--- src/rtl/wb_pkg.sv ---
// Shared types and defaults for the write-back controller.
package wb_pkg;

  localparam int DATA_W_DEF = 8;
  localparam int ADDR_W_DEF = 3;
  localparam int ZERO_REG   = 0;

  typedef enum logic [1:0] {
    IDLE     = 2'd0,
    MEM_WAIT = 2'd1,
    WRITE    = 2'd2
  } state_t;

endpackage

--- src/rtl/wb_ctrl_if.sv ---
// Execute / memory-read / register-file port bundle of wb_ctrl.
// The controller is the slave of the execute handshake.
interface wb_ctrl_if #(
  parameter int DATA_W = wb_pkg::DATA_W_DEF,
  parameter int ADDR_W = wb_pkg::ADDR_W_DEF
);

  logic              ex_valid;
  logic              ex_ready;
  logic              ex_regwrite;
  logic              ex_memtoreg;
  logic [ADDR_W-1:0] ex_wa;
  logic [DATA_W-1:0] ex_alu;

  logic              mem_rd_req;
  logic [DATA_W-1:0] mem_rd_addr;
  logic              mem_rd_valid;
  logic [DATA_W-1:0] mem_rd_data;

  logic              regwrite;
  logic [ADDR_W-1:0] wa;
  logic [DATA_W-1:0] wd;
  logic              memtoreg;
  logic              err_timeout;

  modport slave (
    input  ex_valid, ex_regwrite,
    input  ex_memtoreg, ex_wa, ex_alu,
    input  mem_rd_valid, mem_rd_data,
    output ex_ready,
    output mem_rd_req, mem_rd_addr,
    output regwrite, wa, wd, memtoreg,
    output err_timeout
  );

  modport master (
    output ex_valid, ex_regwrite,
    output ex_memtoreg, ex_wa, ex_alu,
    output mem_rd_valid, mem_rd_data,
    input  ex_ready,
    input  mem_rd_req, mem_rd_addr,
    input  regwrite, wa, wd, memtoreg,
    input  err_timeout
  );

endinterface

--- src/rtl/wb_ctrl_timeout_ctr.sv ---
// Saturating up-counter with clear/enable; expired when cnt == LIMIT.
module wb_timeout_ctr #(
  parameter int W     = 4,
  parameter int LIMIT = 14
) (
  input  logic         clk,
  input  logic         rst_n,
  input  logic         clear,
  input  logic         en,
  output logic [W-1:0] cnt,
  output logic         expired
);

  assign expired = (cnt == W'(LIMIT));

  always_ff @(posedge clk or negedge rst_n) begin
    if (!rst_n) begin
      cnt <= '0;
    end else if (clear) begin
      cnt <= '0;
    end else if (en && !expired) begin
      cnt <= cnt + W'(1);
    end
  end

endmodule

--- src/rtl/wb_ctrl.sv ---
// Write-back controller: one register-file write per retired instruction.
// Optional WB_STALL_CNT_EN adds a saturating MEM_WAIT cycle counter.
module wb_ctrl
  import wb_pkg::*;
#(
  parameter int DATA_W      = DATA_W_DEF,
  parameter int ADDR_W      = ADDR_W_DEF,
  parameter int MEM_TIMEOUT = 15
) (
  input  logic        clk,
  input  logic        rst_n,
`ifdef WB_STALL_CNT_EN
  output logic [15:0] stall_cnt,
`endif
  wb_ctrl_if.slave    bus
);

  localparam int TW = $clog2(MEM_TIMEOUT + 1);

  state_t            state;
  state_t            next;
  logic              ready;
  logic              take;
  logic              in_wait;
  logic              got;
  logic              abort;
  logic              tmo_exp;
  logic [TW-1:0]     tmo_cnt;
  logic [ADDR_W-1:0] wa_q;
  logic [DATA_W-1:0] wd_q;
  logic [DATA_W-1:0] addr_q;
  logic              mtr_q;
  logic              req_q;
  logic              err_q;

  assign ready   = (state == IDLE);
  assign in_wait = (state == MEM_WAIT);
  assign take    = bus.ex_valid && ready && bus.ex_regwrite;
  assign got     = in_wait && bus.mem_rd_valid;
  // data arriving on the last allowed cycle beats the timeout
  assign abort   = in_wait && tmo_exp && !bus.mem_rd_valid;

  // counter holds k-1 in the k-th wait cycle
  wb_timeout_ctr #(
    .W     (TW),
    .LIMIT (MEM_TIMEOUT - 1)
  ) u_tmo (
    .clk     (clk),
    .rst_n   (rst_n),
    .clear   (!in_wait),
    .en      (in_wait),
    .cnt     (tmo_cnt),
    .expired (tmo_exp)
  );

`ifdef WB_STALL_CNT_EN
  logic stall_full;

  wb_timeout_ctr #(
    .W     (16),
    .LIMIT (16'hFFFF)
  ) u_stall (
    .clk     (clk),
    .rst_n   (rst_n),
    .clear   (1'b0),
    .en      (in_wait && !stall_full),
    .cnt     (stall_cnt),
    .expired (stall_full)
  );
`endif

  always_ff @(posedge clk or negedge rst_n) begin
    if (!rst_n) begin
      state <= IDLE;
    end else begin
      state <= next;
    end
  end

  always_comb begin
    next = state;
    unique case (state)
      IDLE: begin
        if (take) begin
          next = bus.ex_memtoreg ? MEM_WAIT : WRITE;
        end
      end
      MEM_WAIT: begin
        if (got || abort) begin
          next = WRITE;
        end
      end
      WRITE:   next = IDLE;
      default: next = IDLE;
    endcase
  end

  always_ff @(posedge clk or negedge rst_n) begin
    if (!rst_n) begin
      wa_q   <= '0;
      wd_q   <= '0;
      addr_q <= '0;
      mtr_q  <= 1'b0;
      req_q  <= 1'b0;
      err_q  <= 1'b0;
    end else begin
      unique case (1'b1)
        take: begin
          wa_q <= bus.ex_wa;
          if (bus.ex_memtoreg) begin
            addr_q <= bus.ex_alu;
            req_q  <= 1'b1;
          end else begin
            wd_q  <= bus.ex_alu;
            mtr_q <= 1'b0;
          end
        end
        got: begin
          wd_q  <= bus.mem_rd_data;
          mtr_q <= 1'b1;
          req_q <= 1'b0;
        end
        abort: begin
          wd_q  <= '0;
          mtr_q <= 1'b1;
          err_q <= 1'b1;
          req_q <= 1'b0;
        end
        default: ;
      endcase
    end
  end

  assign bus.ex_ready    = ready;
  assign bus.mem_rd_req  = req_q;
  assign bus.mem_rd_addr = addr_q;
  assign bus.regwrite    = (state == WRITE) &&
                           (wa_q != ADDR_W'(ZERO_REG));
  assign bus.wa          = wa_q;
  assign bus.wd          = wd_q;
  assign bus.memtoreg    = mtr_q;
  assign bus.err_timeout = err_q;

endmodule
--- src/flat_wrapper.sv ---
// flat-port wrapper written by rule: the top's interface ports become plain ports
module wb_ctrl_flat import wb_pkg::*;
#(
  parameter int DATA_W      = DATA_W_DEF,
  parameter int ADDR_W      = ADDR_W_DEF,
  parameter int MEM_TIMEOUT = 15
)
  (clk, rst_n, bus_ex_valid, bus_ex_regwrite, bus_ex_memtoreg, bus_ex_wa, bus_ex_alu, bus_mem_rd_valid, bus_mem_rd_data, bus_ex_ready, bus_mem_rd_req, bus_mem_rd_addr, bus_regwrite, bus_wa, bus_wd, bus_memtoreg, bus_err_timeout);
  wb_ctrl_if #(.DATA_W(DATA_W), .ADDR_W(ADDR_W)) bus_i ();
  input  logic clk;
  input  logic rst_n;
  input wire logic [$bits(bus_i.ex_valid)-1:0] bus_ex_valid;
  input wire logic [$bits(bus_i.ex_regwrite)-1:0] bus_ex_regwrite;
  input wire logic [$bits(bus_i.ex_memtoreg)-1:0] bus_ex_memtoreg;
  input wire logic [$bits(bus_i.ex_wa)-1:0] bus_ex_wa;
  input wire logic [$bits(bus_i.ex_alu)-1:0] bus_ex_alu;
  input wire logic [$bits(bus_i.mem_rd_valid)-1:0] bus_mem_rd_valid;
  input wire logic [$bits(bus_i.mem_rd_data)-1:0] bus_mem_rd_data;
  output wire logic [$bits(bus_i.ex_ready)-1:0] bus_ex_ready;
  output wire logic [$bits(bus_i.mem_rd_req)-1:0] bus_mem_rd_req;
  output wire logic [$bits(bus_i.mem_rd_addr)-1:0] bus_mem_rd_addr;
  output wire logic [$bits(bus_i.regwrite)-1:0] bus_regwrite;
  output wire logic [$bits(bus_i.wa)-1:0] bus_wa;
  output wire logic [$bits(bus_i.wd)-1:0] bus_wd;
  output wire logic [$bits(bus_i.memtoreg)-1:0] bus_memtoreg;
  output wire logic [$bits(bus_i.err_timeout)-1:0] bus_err_timeout;
  assign bus_i.ex_valid = bus_ex_valid;
  assign bus_i.ex_regwrite = bus_ex_regwrite;
  assign bus_i.ex_memtoreg = bus_ex_memtoreg;
  assign bus_i.ex_wa = bus_ex_wa;
  assign bus_i.ex_alu = bus_ex_alu;
  assign bus_i.mem_rd_valid = bus_mem_rd_valid;
  assign bus_i.mem_rd_data = bus_mem_rd_data;
  assign bus_ex_ready = bus_i.ex_ready;
  assign bus_mem_rd_req = bus_i.mem_rd_req;
  assign bus_mem_rd_addr = bus_i.mem_rd_addr;
  assign bus_regwrite = bus_i.regwrite;
  assign bus_wa = bus_i.wa;
  assign bus_wd = bus_i.wd;
  assign bus_memtoreg = bus_i.memtoreg;
  assign bus_err_timeout = bus_i.err_timeout;
  wb_ctrl #(.DATA_W(DATA_W), .ADDR_W(ADDR_W), .MEM_TIMEOUT(MEM_TIMEOUT)) u_core (.clk(clk), .rst_n(rst_n), .bus(bus_i));
endmodule
--- config.mk ---
export PLATFORM = sky130hd
export DESIGN_NAME = wb_ctrl_flat
export DESIGN_NICKNAME = d
export VERILOG_FILES = /design/src/rtl/wb_pkg.sv /design/src/rtl/wb_ctrl_if.sv /design/src/rtl/wb_ctrl_timeout_ctr.sv /design/src/rtl/wb_ctrl.sv /design/src/flat_wrapper.sv
export SDC_FILE = /design/constraint.sdc
export NUM_CORES = 1
export LEC_CHECK = 0
export BUFFER_PORTS_ARGS = -buffer_cell sky130_fd_sc_hd__buf_2
export CORE_UTILIZATION = 52
export CTS_CLUSTER_SIZE = 25
export DETAILED_ROUTE_END_ITERATION = 7
export PLACE_DENSITY_LB_ADDON = 0.3
export RECOVER_POWER = 100
export SYNTH_ARGS = -nofsm -noshare
export SYNTH_HDL_FRONTEND = slang
export SYNTH_SLANG_ARGS = --single-unit
--- constraint.sdc ---
create_clock -name clk -period 3.4 [get_ports clk]
set_clock_uncertainty 0.1 [all_clocks]
set_input_delay 0.34 -clock clk [delete_from_list [all_inputs] [get_ports clk]]
set_output_delay 0.34 -clock clk [all_outputs]
set_load 0.1 [all_outputs]
==> reports/metrics.cfg, run 1 <==
[clock_tree]
clockBufferDepth=2
h-tree-depth=1
post_cts_buffers=0
clkTransAtPathRegs_ns=0.16
cts_buffers=3
cts_tree=done
cts.sinks=28
cts.root.buffer_cell=clkbuf_4
insertion_delay_ns=0.34

[routing]
ant_nets=0
drt_first_pass_iters=4
drc=0
routed_wl_mm=2.81
vias_per_cell=5.54
drtIter0Drc=11
vias=1019
wl_per_cell_um=15.3

[synthesis]
synthTopCellsByCount=28 x dfrtp_1, 18 x nand2_1, 10 x nand3_1
yosysSeqAreaShare_pct=53.2
syn_avg_cell_area_um2=12.3
synth.area.top_cells=dfrtp_1 53%, mux2_4 9.1%, o221a_1 6.8%, nand2_1 5.1%, nand3_1 3.8%
yosys_warnings=0
synth_top_area_share_pct=53.2
ys_ff_latch=28
ys.flop_type=dfrtp_1
synth_cells=107
ys_types=29
synth_most_common_cell=dfrtp_1
synth_edf_count=0
synth_nets=134
async_reset_ff_share_pct=100
synth_top_cell_by_area=dfrtp_1
syn_area_um2=1320

[die]
die_h_um=52.3
initial_utilization_pct=57.4
dieArea_um2=2740
core_region_area_um2=2300
num_rows=17
die_x_um=52.3
io_pins=49

[cells_and_area]
final_nets=184
area_growth_pct=16.5
n_antenna_cell=0
final_layout_size_suffix_gt1_share_pct=20.5
instances_no_fill=184

[placement]
dpl.cell_count=179
gp_congestion=0.778
port_buffers=48
hpwl_mm=2.12

[sta]
finalHoldViolCount=0
timing.hold.ws_ns=0.0777
fin_setup_tns_ns=0
fmax_mhz=436
min_period_over_period_pct=67.4
rsz0062_at_grt=no
fin_crit_ns=2.29
drv_slew=0
worst_pin_slew_ns=1.45
slew_headroom_pct=3.61
finalSetupViolations=0

[global_routing]
grt_pass1_wl_mm=4.63
grt_start_max_net_pins=29
grt.overflow.total=0
antenna_found_initial=0
grt_use_total_pct=23.8
grt_pass1_vias=1043

[critical_path]
cp.arrival_ns=1.85
worstSetupEndpointType=output pin
path_max_fanout=6
required_ns=2.96
criticalPathCategory=flip-flop to output pin
start_kind=flip-flop

[run_status]
status=complete, no violations

[min_path]
worstHoldPathType=primary input to flip-flop

[run]
drv_cap=0

-- critical path, stage by stage, from the launching register on --
cell and delay [ns]:
dfrtp_1 0.46, nor3b_2 0.19, clkbuf_1 0.87
-- layout make-up --
| cell class | count | area [µm²] |
|---|---|---|
| well taps | 28 | 35.0 |
| repair buffers | 49 | 219 |
| multi-input cells | 73 | 520 |
| fillers | 198 | 762 |
| clock buffers | 3 | 22.5 |
| inverters | 2 | 7.51 |
| clock inverters | 1 | 30.0 |
| flip-flops and latches | 28 | 701 |
-- layout by cell type, fill, tap and decap left out --
master         count
nand3_1           10
o21ai_0            2
and4bb_1           1
bufinv_16          1
nor3b_1            1
nor2_1             5
buf_2             23
a211oi_1           1
a21oi_1            1
clkbuf_1          25
dlygate4sd3_1      1
a21o_2             1
a31oi_1            3
mux2_1             7
clkbuf_4           3
nor3_1             2
dfrtp_1           28
xnor2_1            1
nand2_1           19
nand4bb_4          1
ha_1               2
o22ai_1            1
o31ai_1            1
nand2b_1           2
o221a_1            8
and2b_1            1
mux2_4             1
inv_1              2
a31o_2             1
nor3b_2            1
-- path summary, 6_finish.rpt --
kind | startpoint | end | slack [ns] | cells after the start
max in group asynchronous | rst_n | u_core.bus.mem_rd_req | 1.60 | 2
min in group asynchronous | rst_n | u_core.bus.wa[1] | 0.75 | 2
hold / removal | bus_ex_wa[2] | u_core.bus.wa[2] | 0.08 | 3
setup / recovery | u_core.state[0] | bus_regwrite | 1.11 | 2
hold reg to reg | u_core.bus.err_timeout | u_core.bus.err_timeout | 0.38 | 2
setup reg to reg | u_core.u_tmo.cnt[0] | u_core.bus.wd[4] | 1.47 | 5
-- cells by family (layout without fill, tap and decap cells) --
kind of cell,count (synthesis),in the layout,share of synthesized area (%)
AO/OA/AOI/OAI,19,19,13.4
XOR/XNOR,1,1,0.665
adder cells (fa/ha/maj),2,2,1.90
buffers and inverters,6,55,2.47
flip-flops,28,28,53.2
multiplexers,8,8,9.12
AND/OR/NAND/NOR,43,43,19.3
-- registers in the layout, indices dropped and copies added, names as in the netlist --
signal / flops
u_core.bus.mem_rd_addr: 8
u_core.bus.wd: 8
u_core.u_tmo.cnt: 4
u_core.bus.wa: 3
u_core.state: 2
u_core.bus.err_timeout: 1
u_core.bus.mem_rd_req: 1
u_core.bus.memtoreg: 1
-- stage by stage --
step	setup WS, ns	area [µm²]	util (%)
final	1.11	1540	66.8
after global routing	1.01	1540	66.8
after CTS	1.52	1640	71.2
after detailed placement	1.68	1570	68.5
after global placement	1.78	1570	68.5
after floorplan	0.634	1320	-
-- what timing repair did --
item / in CTS / in global routing
resized for setup: 0 / 0
endpoints found under the hold margin: 28 / 0
hold buffers: 1 / 0
-- per-layer routing --
| metal | share of wire [%] | GRT usage [%] | wire length, µm |
|---|---|---|---|
| met1 | 43 | 27.5 | 1200 |
| met2 | 51 | 42.0 | 1440 |
| met3 | 4.9 | 6.09 | 138 |
| met4 | 1.4 | 8.77 | 40 |
| met5 | 0 | 0 | 0 |
Power of run 1 is left out: the tool's default activity adds up to more than one toggle a clock period on the data nets, which glitch-free logic cannot reach.
==> run 2, diff against run 1 <==
--- a/config.mk
+++ b/config.mk
@@ -6,7 +6,7 @@
 export NUM_CORES = 1
 export LEC_CHECK = 0
 export BUFFER_PORTS_ARGS = -buffer_cell sky130_fd_sc_hd__buf_2
-export CORE_UTILIZATION = 52
+export CORE_UTILIZATION = 48
 export CTS_CLUSTER_SIZE = 25
 export DETAILED_ROUTE_END_ITERATION = 7
 export PLACE_DENSITY_LB_ADDON = 0.3
==> constraint.sdc (replaced) <==
create_clock -name clk -period 2.28 [get_ports clk]
set_clock_uncertainty 0.1 [all_clocks]
set_input_delay 0.228 -clock clk [delete_from_list [all_inputs] [get_ports clk]]
set_output_delay 0.228 -clock clk [all_outputs]
set_load 0.1 [all_outputs]
==> reports/metrics.cfg, run 2 (synthesis gave the netlist of run 1 again) <==
[run_status]
status=complete, no violations

[sta]
fmax_mhz=511
drv_slew=0
rsz0062_at_grt=no
finalSetupViolations=0
slew_headroom_pct=22.2
min_period_over_period_pct=85.9
finalHoldViolCount=0
fin_setup_tns_ns=0
worst_pin_slew_ns=1.17
fin_crit_ns=1.96

[critical_path]
cp_cell_sequence=and4bb_1 -> nand2_1 -> mux2_1
worstSetupEndpointType=flip-flop
cp_slowest_cell=dfrtp_1
required_ns=2.40
cp.arrival_ns=2.08
reg2reg_slack_ns=0.32
crit_buf_inv=0
slowest_delay_ns=0.48
cp-startpoint=u_core.state[0]
r2r-start=u_core.state[0]
start_kind=flip-flop
criticalPathCategory=flip-flop to flip-flop
path_max_fanout=9
crit_family=simple AND/OR/NAND/NOR gates

[global_routing]
grt_pass1_vias=1007
grt.overflow.total=0
grt_use_total_pct=21.2
grt_start_max_net_pins=29
grt_pass1_wl_mm=4.31
antenna_found_initial=0

[clock_tree]
insertion_delay_ns=0.33
cts_buffers=3
cts.sinks=28
clkTransAtPathRegs_ns=0.15
cts.root.buffer_cell=clkbuf_4
clockBufferDepth=2
h-tree-depth=1
cts_tree=done

[cells_and_area]
area_growth_pct=21.7
final_layout_size_suffix_gt1_share_pct=25.2
final_common_cell=dfrtp_1
n_antenna_cell=0
final_nets=187
final_cell_mix=25 x dfrtp_1, 24 x buf_2, 22 x clkbuf_1

[placement]
hpwl_mm=2.06
port_buffers=48
gp_congestion=0.728

[die]
num_rows=18
dieArea_um2=2960
initial_utilization_pct=51.8
die_x_um=54.4
die_h_um=54.4
core_region_area_um2=2540
io_pins=49

[min_path]
worstHoldPathType=primary input to flip-flop
min_from=bus_ex_alu[2]

[routing]
drc=0
ant_nets=0
wl_per_cell_um=14.8
drt_first_pass_iters=5
vias=1047
routed_wl_mm=2.79
vias_per_cell=5.54
drtIter0Drc=9

[run]
drv_cap=0

==> run 2: cell types whose count changed in the layout (fill, tap and decap cells not counted), moves of 2 or more <==
cell and delta:
clkbuf_1 -3, dfrtp_1 -3, dfrtp_2 +3, dlygate4sd3_1 +3, clkbuf_2 +2
==> run 2: area by class of cell <==
type	instances	area [µm²]
clock buffers	3	22.5
clock inverters	1	30.0
fillers	229	942
inverters	2	7.51
multi-input cells	73	548
flip-flops and latches	28	704
well taps	30	37.5
repair buffers	52	253
==> run 2: final timing paths <==
kind | to | cells after the start
min in group asynchronous | u_core.bus.mem_rd_addr[5] | 2
min reg2reg | u_core.bus.err_timeout | 2
max | u_core.bus.mem_rd_addr[0] | 3
max in group asynchronous | u_core.bus.wa[2] | 2
min | u_core.bus.mem_rd_addr[2] | 2
max reg2reg | u_core.bus.mem_rd_addr[0] | 3
==> run 2: layer usage <==
metal	GRT usage [%]	wire length (µm)	up-vias
li1	-	-	494
met1	25.5	1200	509
met2	36.4	1360	38
met3	2.78	170	6
met4	11.5	61	0
met5	0	0	-
==> run 2: what timing repair did <==
item,CTS,global route
gates resized for setup,0,0
hold buffers,4,0
setup buffers,0,0
endpoints found under the setup margin,0,0
endpoints found under the hold margin,31,0
==> run 2: stage by stage <==
step           hold WS [ns]  setup slack [ns]  std cells  area [µm²]  util (%)
5_1_grt            -0.00778             0.240        189        1600      63.0
3_3_place_gp          0.172             0.652        181        1590      62.3
6_report             0.0114             0.322        189        1600      63.0
2_1_floorplan        -0.168             0.236        107        1330         -
3_5_place_dp          0.178             0.572        181        1590      62.3
4_1_cts              0.0159             0.471        189        1680      65.9
Power of run 2 is left out for the same reason.
